`config.mk`:
```
export PLATFORM = sky130hd
export DESIGN_NAME = sc_bus_ctrl_flat
export DESIGN_NICKNAME = d
export VERILOG_FILES = /design/src/rtl/sc_bus_ctrl_pkg.sv /design/src/rtl/sc_bus_ctrl_if.sv /design/src/rtl/sc_bus_ctrl_decode.sv /design/src/rtl/sc_bus_ctrl.sv /design/src/flat_wrapper.sv
export SDC_FILE = /design/constraint.sdc
export NUM_CORES = 1
export LEC_CHECK = 0
export BUFFER_PORTS_ARGS = -buffer_cell sky130_fd_sc_hd__clkbuf_2
export CAP_MARGIN = 20
export CORE_MARGIN = 2
export CORE_UTILIZATION = 25
export DETAILED_ROUTE_END_ITERATION = 16
export PLACE_DENSITY_LB_ADDON = 0.12
export RECOVER_POWER = 100
export SLEW_MARGIN = 20
export SYNTH_ARGS = -nofsm -noshare
export SYNTH_HDL_FRONTEND = slang
export SYNTH_SLANG_ARGS = --single-unit
```
`constraint.sdc`:
```
create_clock -name clk_i -period 3.3 [get_ports clk_i]
set_input_delay 0.495 -clock clk_i [delete_from_list [all_inputs] [get_ports clk_i]]
set_output_delay 0.495 -clock clk_i [all_outputs]
set_load 0.01 [all_outputs]
```
`src/rtl/sc_bus_ctrl_pkg.sv`:
```
// ---------------------------------------------------------------------------
// sc_bus_pkg
// Shared types and default memory map for the single-master system bus
// controller (sc_bus_ctrl) and its address decoder (sc_bus_decode).
//   bus_state_e     : controller FSM states
//   MEM/LB/TTY_*    : default base/mask of the memory, LED bank and TTY
//   DEF_SLV_BASE/MASK : the three regions packed, index 0 in the LSBs
// ---------------------------------------------------------------------------
package sc_bus_pkg;

  typedef enum logic [1:0] {
    ST_IDLE   = 2'd0,
    ST_ACCESS = 2'd1,
    ST_RESP   = 2'd2
  } bus_state_e;

  localparam int DEF_NUM_SLAVES = 3;

  localparam logic [31:0] MEM_BASE = 32'h0000_0000;
  localparam logic [31:0] MEM_MASK = 32'hFF00_0000;
  localparam logic [31:0] LB_BASE  = 32'hFF00_0000;
  localparam logic [31:0] LB_MASK  = 32'hFFFF_FFFC;
  localparam logic [31:0] TTY_BASE = 32'hFF00_0004;
  localparam logic [31:0] TTY_MASK = 32'hFFFF_FFFC;

  localparam logic [DEF_NUM_SLAVES*32-1:0] DEF_SLV_BASE = {TTY_BASE, LB_BASE, MEM_BASE};
  localparam logic [DEF_NUM_SLAVES*32-1:0] DEF_SLV_MASK = {TTY_MASK, LB_MASK, MEM_MASK};

endpackage

```
`src/rtl/sc_bus_ctrl_if.sv`:
```
// ---------------------------------------------------------------------------
// sc_bus_ctrl_if
// Bundles the core-side request/response signals and the shared slave-side
// bus. Signal names keep the controller's point of view (_i = into the
// controller, _o = out of it).
//   modport master : the load/store unit driving requests
//   modport slave  : the controller (slave of the master, driver of slaves)
//   modport periph : the slave peripherals (memory, LED bank, TTY)
// ---------------------------------------------------------------------------
interface sc_bus_ctrl_if
  import sc_bus_pkg::*;
#(
  parameter int NUM_SLAVES = DEF_NUM_SLAVES,
  parameter int ADDR_W     = 32,
  parameter int DATA_W     = 32
);

  logic                         m_req_i;
  logic                         m_we_i;
  logic [DATA_W/8-1:0]          m_be_i;
  logic [ADDR_W-1:0]            m_addr_i;
  logic [DATA_W-1:0]            m_wdata_i;
  logic                         m_gnt_o;
  logic                         m_rvalid_o;
  logic [DATA_W-1:0]            m_rdata_o;
  logic                         m_err_o;

  logic [NUM_SLAVES-1:0]        slv_req_o;
  logic                         slv_we_o;
  logic [DATA_W/8-1:0]          slv_be_o;
  logic [ADDR_W-1:0]            slv_addr_o;
  logic [DATA_W-1:0]            slv_wdata_o;
  logic [NUM_SLAVES-1:0]        slv_ready_i;
  logic [NUM_SLAVES*DATA_W-1:0] slv_rdata_i;

  modport master (
    output m_req_i, m_we_i, m_be_i, m_addr_i, m_wdata_i,
    input  m_gnt_o, m_rvalid_o, m_rdata_o, m_err_o
  );

  modport slave (
    input  m_req_i, m_we_i, m_be_i, m_addr_i, m_wdata_i,
    output m_gnt_o, m_rvalid_o, m_rdata_o, m_err_o,
    output slv_req_o, slv_we_o, slv_be_o, slv_addr_o, slv_wdata_o,
    input  slv_ready_i, slv_rdata_i
  );

  modport periph (
    input  slv_req_o, slv_we_o, slv_be_o, slv_addr_o, slv_wdata_o,
    output slv_ready_i, slv_rdata_i
  );

endinterface

```
`src/rtl/sc_bus_ctrl_decode.sv`:
```
// ---------------------------------------------------------------------------
// sc_bus_decode
// Combinational base/mask address match. Region i hits when
// (addr & mask[i]) == base[i]; on overlap the lowest index wins.
//   addr_i : byte address to decode
//   sel_o  : one-hot select of the winning region (0 when unmapped)
//   hit_o  : 1 when any region matched
// ---------------------------------------------------------------------------
module sc_bus_decode #(
  parameter int                           NUM_SLAVES = 3,
  parameter int                           ADDR_W     = 32,
  parameter logic [NUM_SLAVES*ADDR_W-1:0] SLV_BASE   = '0,
  parameter logic [NUM_SLAVES*ADDR_W-1:0] SLV_MASK   = '0
) (
  input  logic [ADDR_W-1:0]     addr_i,
  output logic [NUM_SLAVES-1:0] sel_o,
  output logic                  hit_o
);

  always_comb begin
    sel_o = '0;
    hit_o = 1'b0;
    // Ascending scan; once a region has hit, later (higher) ones are masked.
    for (int i = 0; i < NUM_SLAVES; i++) begin
      if (!hit_o &&
          ((addr_i & SLV_MASK[i*ADDR_W +: ADDR_W]) == SLV_BASE[i*ADDR_W +: ADDR_W])) begin
        sel_o[i] = 1'b1;
        hit_o    = 1'b1;
      end
    end
  end

endmodule

```
`src/rtl/sc_bus_ctrl.sv`:
```
// ---------------------------------------------------------------------------
// sc_bus_ctrl
// Registered single-master, multi-slave bus controller. Accepts one request
// at a time, forwards it to the decoded slave, waits for that slave's ready
// (bounded by a timeout watchdog) and returns a one-cycle response strobe.
// Unmapped and timed-out accesses complete with m_err_o = 1, rdata = 0.
//   clk_i   : system clock
//   rst_n_i : synchronous active-low reset
//   bus     : core request/response and shared slave bus (sc_bus_ctrl_if)
//
//   state     | meaning
//   ----------+---------------------------------------------------------
//   ST_IDLE   | waiting for m_req_i; grant, latch request, decode
//   ST_ACCESS | slv_req_o[sel] asserted, counting cycles until ready/timeout
//   ST_RESP   | m_rvalid_o strobe with captured rdata/err, then back to idle
// ---------------------------------------------------------------------------
module sc_bus_ctrl
  import sc_bus_pkg::*;
#(
  parameter int                           NUM_SLAVES = DEF_NUM_SLAVES,
  parameter int                           ADDR_W     = 32,
  parameter int                           DATA_W     = 32,
  parameter logic [NUM_SLAVES*ADDR_W-1:0] SLV_BASE   = DEF_SLV_BASE,
  parameter logic [NUM_SLAVES*ADDR_W-1:0] SLV_MASK   = DEF_SLV_MASK,
  parameter int                           TIMEOUT    = 15
) (
  input  logic         clk_i,
  input  logic         rst_n_i,
  sc_bus_ctrl_if.slave bus
);

  localparam int BE_W  = DATA_W / 8;
  localparam int CNT_W = $clog2(TIMEOUT + 1);
  // Last ACCESS cycle index; the counter reaches TIMEOUT on the way out.
  localparam logic [CNT_W-1:0] CNT_LAST = CNT_W'(TIMEOUT - 1);

  bus_state_e            state_q, state_d;
  logic [CNT_W-1:0]      cnt_q, cnt_d;
  logic [ADDR_W-1:0]     addr_q, addr_d;
  logic                  we_q, we_d;
  logic [BE_W-1:0]       be_q, be_d;
  logic [DATA_W-1:0]     wdata_q, wdata_d;
  logic [NUM_SLAVES-1:0] sel_q, sel_d;
  logic [DATA_W-1:0]     rdata_q, rdata_d;
  logic                  err_q, err_d;

  logic [NUM_SLAVES-1:0] dec_sel;
  logic                  dec_hit;
  logic                  gnt;
  logic                  sel_ready;
  logic [DATA_W-1:0]     sel_rdata;

  sc_bus_decode #(
    .NUM_SLAVES (NUM_SLAVES),
    .ADDR_W     (ADDR_W),
    .SLV_BASE   (SLV_BASE),
    .SLV_MASK   (SLV_MASK)
  ) u_decode (
    .addr_i (bus.m_addr_i),
    .sel_o  (dec_sel),
    .hit_o  (dec_hit)
  );

  assign gnt = (state_q == ST_IDLE) && bus.m_req_i;

  // Only the selected slave's ready counts; strays from others are dropped.
  assign sel_ready = |(bus.slv_ready_i & sel_q);

  always_comb begin
    sel_rdata = '0;
    for (int i = 0; i < NUM_SLAVES; i++) begin
      if (sel_q[i]) begin
        sel_rdata = sel_rdata | bus.slv_rdata_i[i*DATA_W +: DATA_W];
      end
    end
  end

  always_comb begin
    state_d = state_q;
    cnt_d   = cnt_q;
    addr_d  = addr_q;
    we_d    = we_q;
    be_d    = be_q;
    wdata_d = wdata_q;
    sel_d   = sel_q;
    rdata_d = rdata_q;
    err_d   = err_q;

    case (state_q)
      ST_IDLE: begin
        if (gnt) begin
          addr_d  = bus.m_addr_i;
          we_d    = bus.m_we_i;
          be_d    = bus.m_be_i;
          wdata_d = bus.m_wdata_i;
          sel_d   = dec_sel;
          cnt_d   = '0;
          if (dec_hit) begin
            state_d = ST_ACCESS;
          end else begin
            rdata_d = '0;
            err_d   = 1'b1;
            state_d = ST_RESP;
          end
        end
      end

      ST_ACCESS: begin
        cnt_d = cnt_q + 1'b1;
        // Ready is checked first so a ready in the final cycle still wins.
        if (sel_ready) begin
          rdata_d = we_q ? '0 : sel_rdata;
          err_d   = 1'b0;
          state_d = ST_RESP;
        end else if (cnt_q == CNT_LAST) begin
          rdata_d = '0;
          err_d   = 1'b1;
          state_d = ST_RESP;
        end
      end

      ST_RESP: begin
        cnt_d   = '0;
        rdata_d = '0;
        err_d   = 1'b0;
        state_d = ST_IDLE;
      end

      default: begin
        state_d = ST_IDLE;
      end
    endcase
  end

  always_ff @(posedge clk_i) begin
    if (!rst_n_i) begin
      state_q <= ST_IDLE;
      cnt_q   <= '0;
      addr_q  <= '0;
      we_q    <= 1'b0;
      be_q    <= '0;
      wdata_q <= '0;
      sel_q   <= '0;
      rdata_q <= '0;
      err_q   <= 1'b0;
    end else begin
      state_q <= state_d;
      cnt_q   <= cnt_d;
      addr_q  <= addr_d;
      we_q    <= we_d;
      be_q    <= be_d;
      wdata_q <= wdata_d;
      sel_q   <= sel_d;
      rdata_q <= rdata_d;
      err_q   <= err_d;
    end
  end

  assign bus.m_gnt_o     = gnt;
  assign bus.m_rvalid_o  = (state_q == ST_RESP);
  assign bus.m_rdata_o   = rdata_q;
  assign bus.m_err_o     = err_q;

  assign bus.slv_req_o   = (state_q == ST_ACCESS) ? sel_q : '0;
  assign bus.slv_we_o    = we_q;
  assign bus.slv_be_o    = be_q;
  assign bus.slv_addr_o  = addr_q;
  assign bus.slv_wdata_o = wdata_q;

endmodule

```
`src/flat_wrapper.sv`:
```
// flat-port wrapper written by rule: the top's interface ports become plain ports
module sc_bus_ctrl_flat import sc_bus_pkg::*;
#(
  parameter int                           NUM_SLAVES = DEF_NUM_SLAVES,
  parameter int                           ADDR_W     = 32,
  parameter int                           DATA_W     = 32,
  parameter logic [NUM_SLAVES*ADDR_W-1:0] SLV_BASE   = DEF_SLV_BASE,
  parameter logic [NUM_SLAVES*ADDR_W-1:0] SLV_MASK   = DEF_SLV_MASK,
  parameter int                           TIMEOUT    = 15
)
  (clk_i, rst_n_i, bus_m_req_i, bus_m_we_i, bus_m_be_i, bus_m_addr_i, bus_m_wdata_i, bus_m_gnt_o, bus_m_rvalid_o, bus_m_rdata_o, bus_m_err_o, bus_slv_req_o, bus_slv_we_o, bus_slv_be_o, bus_slv_addr_o, bus_slv_wdata_o, bus_slv_ready_i, bus_slv_rdata_i);
  sc_bus_ctrl_if #(.NUM_SLAVES(NUM_SLAVES), .ADDR_W(ADDR_W), .DATA_W(DATA_W)) bus_i ();
  input  logic clk_i;
  input  logic rst_n_i;
  input wire logic [$bits(bus_i.m_req_i)-1:0] bus_m_req_i;
  input wire logic [$bits(bus_i.m_we_i)-1:0] bus_m_we_i;
  input wire logic [$bits(bus_i.m_be_i)-1:0] bus_m_be_i;
  input wire logic [$bits(bus_i.m_addr_i)-1:0] bus_m_addr_i;
  input wire logic [$bits(bus_i.m_wdata_i)-1:0] bus_m_wdata_i;
  output wire logic [$bits(bus_i.m_gnt_o)-1:0] bus_m_gnt_o;
  output wire logic [$bits(bus_i.m_rvalid_o)-1:0] bus_m_rvalid_o;
  output wire logic [$bits(bus_i.m_rdata_o)-1:0] bus_m_rdata_o;
  output wire logic [$bits(bus_i.m_err_o)-1:0] bus_m_err_o;
  output wire logic [$bits(bus_i.slv_req_o)-1:0] bus_slv_req_o;
  output wire logic [$bits(bus_i.slv_we_o)-1:0] bus_slv_we_o;
  output wire logic [$bits(bus_i.slv_be_o)-1:0] bus_slv_be_o;
  output wire logic [$bits(bus_i.slv_addr_o)-1:0] bus_slv_addr_o;
  output wire logic [$bits(bus_i.slv_wdata_o)-1:0] bus_slv_wdata_o;
  input wire logic [$bits(bus_i.slv_ready_i)-1:0] bus_slv_ready_i;
  input wire logic [$bits(bus_i.slv_rdata_i)-1:0] bus_slv_rdata_i;
  assign bus_i.m_req_i = bus_m_req_i;
  assign bus_i.m_we_i = bus_m_we_i;
  assign bus_i.m_be_i = bus_m_be_i;
  assign bus_i.m_addr_i = bus_m_addr_i;
  assign bus_i.m_wdata_i = bus_m_wdata_i;
  assign bus_m_gnt_o = bus_i.m_gnt_o;
  assign bus_m_rvalid_o = bus_i.m_rvalid_o;
  assign bus_m_rdata_o = bus_i.m_rdata_o;
  assign bus_m_err_o = bus_i.m_err_o;
  assign bus_slv_req_o = bus_i.slv_req_o;
  assign bus_slv_we_o = bus_i.slv_we_o;
  assign bus_slv_be_o = bus_i.slv_be_o;
  assign bus_slv_addr_o = bus_i.slv_addr_o;
  assign bus_slv_wdata_o = bus_i.slv_wdata_o;
  assign bus_i.slv_ready_i = bus_slv_ready_i;
  assign bus_i.slv_rdata_i = bus_slv_rdata_i;
  sc_bus_ctrl #(.NUM_SLAVES(NUM_SLAVES), .ADDR_W(ADDR_W), .DATA_W(DATA_W), .SLV_BASE(SLV_BASE), .SLV_MASK(SLV_MASK), .TIMEOUT(TIMEOUT)) u_core (.clk_i(clk_i), .rst_n_i(rst_n_i), .bus(bus_i));
endmodule
```
==> flow_summary.yaml <==
status:
  status: "complete, no violations"
drt:
  routed_via_density: 4.71
  drt_drc_violations_left: 0
  wl_um: 17400
  num_vias: 5342
  drtIter0Drc: 341
  antenna_left: 0
  firstDrtPassIters: 5
  wl_per_cell_um: 15.4
sta:
  rsz0062_at_grt: "false"
  drv_slew: 0
  hold_viol_final: 0
  max_freq_mhz: 402
  tightestPinTransition_ns: 0.829
  max_slew_margin_pct: 44.8
  fin_ws_ns: 0.812
  finalSetupViolCount: 0
  setup-tns-final_ns: 0
  period_share_pct: 75.4
  holdWs_ns: 0.359
  min_period_ns: 2.49
  finClkSkew_ns: 0.00724
floorplanning:
  die_w_um: 147
  initial_core_util_pct: 25.3
  core-area_sq_mm: 0.0201
  die_height_um: 147
  dieArea_sq_mm: 0.0215
  fp-row-count: 52
  ioPinCount: 278
synthesis:
  avgSynthCellArea_sq_um: 8.27
  postSynthCellCount: 615
  ys_ff_latch: 111
  synth_cell_types: 43
  synth_top_area_share_pct: 43.7
  ys_warn_count: 0
  async_flop_share_pct: 0
  synthTopCellsByArea: "dfxtp_1, a21boi_1, nand2_1"
  yosysMostFrequentCell: "nand2_1"
  syn-cell-area_sq_mm: 0.00509
  yosysTopAreaCell: "dfxtp_1"
  synth_common_cells: "nand2_1, dfxtp_1, a21boi_1"
  syn_nets: 788
  synth_edf_count: 0
  synth-seq-area-share_pct: 43.7
  synthFlopType: "dfxtp_1"
layout:
  final_util_pct: 33.9
  fillers: 2217
  drive_above_1_share_pct: 24.2
  finalNonFillerCells: 1133
  n_antenna_cell: 0
  synthToLayoutAreaGrowth_pct: 34.0
  regArea_sq_mm: 0.00222
  nets: 1031
  multi_input_area_sq_mm: 0.00246
  final_cell_area_sq_mm: 0.00682
grt:
  grt_usage_pct: 15.7
  antenna_found_initial: 0
  grt_start_max_net_pins: 119
  grt-ovfl-total: 0
  grt_pass1_wl_um: 27300
  grt_pass1_vias: 4991
pwr:
  p_total_mw: 2.83
  p_per_area_mw_per_mm2: 415
  p_leak_nw: 2.90
  vdd_drop_max_uv: 232
hold_path:
  hp-class: "in -> reg"
clocking:
  post_cts_resized: 0
  cts_root_buffer: "clkbuf_16"
  htreeDepth: 3
  insertion_delay_ns: 0.36
  clk_pin_slew_ns: 0.08
  cts_sinks: 111
  cts_setup_buffers: 0
  clk_path_buf_depth: 2
  holdBufCountCts: 0
  tritoncts: "built"
  cts_made_buffers: 9
placement:
  portBuffers: 277
  dp_cells: 1117
  gp_congestion: 0.706
  post-place-ws_ns: 1.00
  placed_area_sq_mm: 0.00668
  place_hpwl_um: 12300
worst_setup_path:
  worst_setup_path_start_kind: "flip-flop"
  end_kind: "flip-flop"
  crit_arrival_ns: 2.77
  worstSetupPathType: "reg -> reg"
  cp.required_ns: 3.58
  cp_max_fo: 18
run:
  cap_violations: 0
final timing paths:
path	start	slack, ns	cells after the start	end
worst max register to register	u_core.state_q[0]$_SDFFE_PN0P_	0.81	6	u_core.bus.m_rdata_o[2]$_SDFFE_PN0P_
worst min-delay path	bus_m_wdata_i[3]	0.36	3	u_core.bus.slv_wdata_o[3]$_SDFFE_PN0P_
worst max-delay path	u_core.state_q[0]$_SDFFE_PN0P_	0.81	6	u_core.bus.m_rdata_o[2]$_SDFFE_PN0P_
worst min register to register	u_core.bus.slv_wdata_o[27]$_SDFFE_PN0P_	0.45	2	u_core.bus.slv_wdata_o[27]$_SDFFE_PN0P_
metal layers:
layer | vias to the layer above | routed length, um | global-route usage, % | part of all wire (%)
met5 | - | 0 | 0 | 0
met4 | 0 | 242 | 4.17 | 1.4
met3 | 15 | 1880 | 6.47 | 11
met2 | 220 | 7420 | 23.2 | 43
met1 | 2424 | 7890 | 21.0 | 45
li1 | 2683 | - | - | -
sequential cells by signal, summed over array words and instances, names as in the netlist:
| signal | flops |
|---|---|
| u_core.bus.m_rdata_o | 32 |
| u_core.bus.slv_addr_o | 32 |
| u_core.bus.slv_wdata_o | 32 |
| u_core.bus.slv_be_o | 4 |
| u_core.cnt_q | 4 |
| u_core.sel_q | 3 |
| u_core.state_q | 2 |
| u_core.bus.m_err_o | 1 |
| u_core.bus.slv_we_o | 1 |
worst max-delay path, stage by stage, from the launching register on:
cell,delay (ns)
dfxtp_1,0.31
clkbuf_1,0.50
nor2b_1,0.50
a32o_1,0.59
buf_4,0.30
a32oi_1,0.12
o21ai_0,0.10
cell families (layout without fill, tap and decap cells):
kind of cell,after synthesis,after routing,synth area share (%)
compound gates,188,188,28.5
fa+ha+maj,2,2,0.492
buf+inv,98,346,8.14
flops,111,111,43.7
simple gates,216,216,19.2
final cells by class:
type	instances	area share [%]
Tap cell	270	4.95
Sequential cell	111	32.6
Multi-Input combinational cell	406	36.1
Timing Repair Buffer	291	20.1
Clock buffer	10	3.50
Clock inverter	6	0.661
Inverter	39	2.15
cell usage in the layout, fill, tap and decap left out, types with 2 or more instances in the layout:
| master | count |
|---|---|
| a21oi_1 | 2 |
| o21ai_1 | 3 |
| nand3_1 | 36 |
| a21boi_0 | 68 |
| a32oi_1 | 32 |
| nand4_1 | 2 |
| clkbuf_2 | 173 |
| clkbuf_1 | 105 |
| a222oi_1 | 33 |
| buf_4 | 12 |
| clkinv_4 | 3 |
| dfxtp_1 | 111 |
| nand4b_1 | 2 |
| o21bai_1 | 3 |
| nor3b_1 | 6 |
| o211ai_1 | 2 |
| o21ai_0 | 32 |
| nor4_1 | 2 |
| nand2b_1 | 2 |
| ha_1 | 2 |
| nor2_1 | 4 |
| nor2b_1 | 2 |
| clkinv_2 | 2 |
| a21boi_1 | 5 |
| or4_1 | 2 |
| nand2_1 | 144 |
| clkbuf_16 | 9 |
| and2_0 | 5 |
| inv_1 | 37 |
where the power goes:
| group | leakage [nW] | internal, mW | total (mW) | switching, mW |
|---|---|---|---|---|
| logic | 1.85 | 0.147 | 0.348 | 0.201 |
| registers | 0.906 | 1.39 | 1.42 | 0.0277 |
| clock network | 0.143 | 0.538 | 1.07 | 0.529 |
Power figures use the tool's default switching activity.
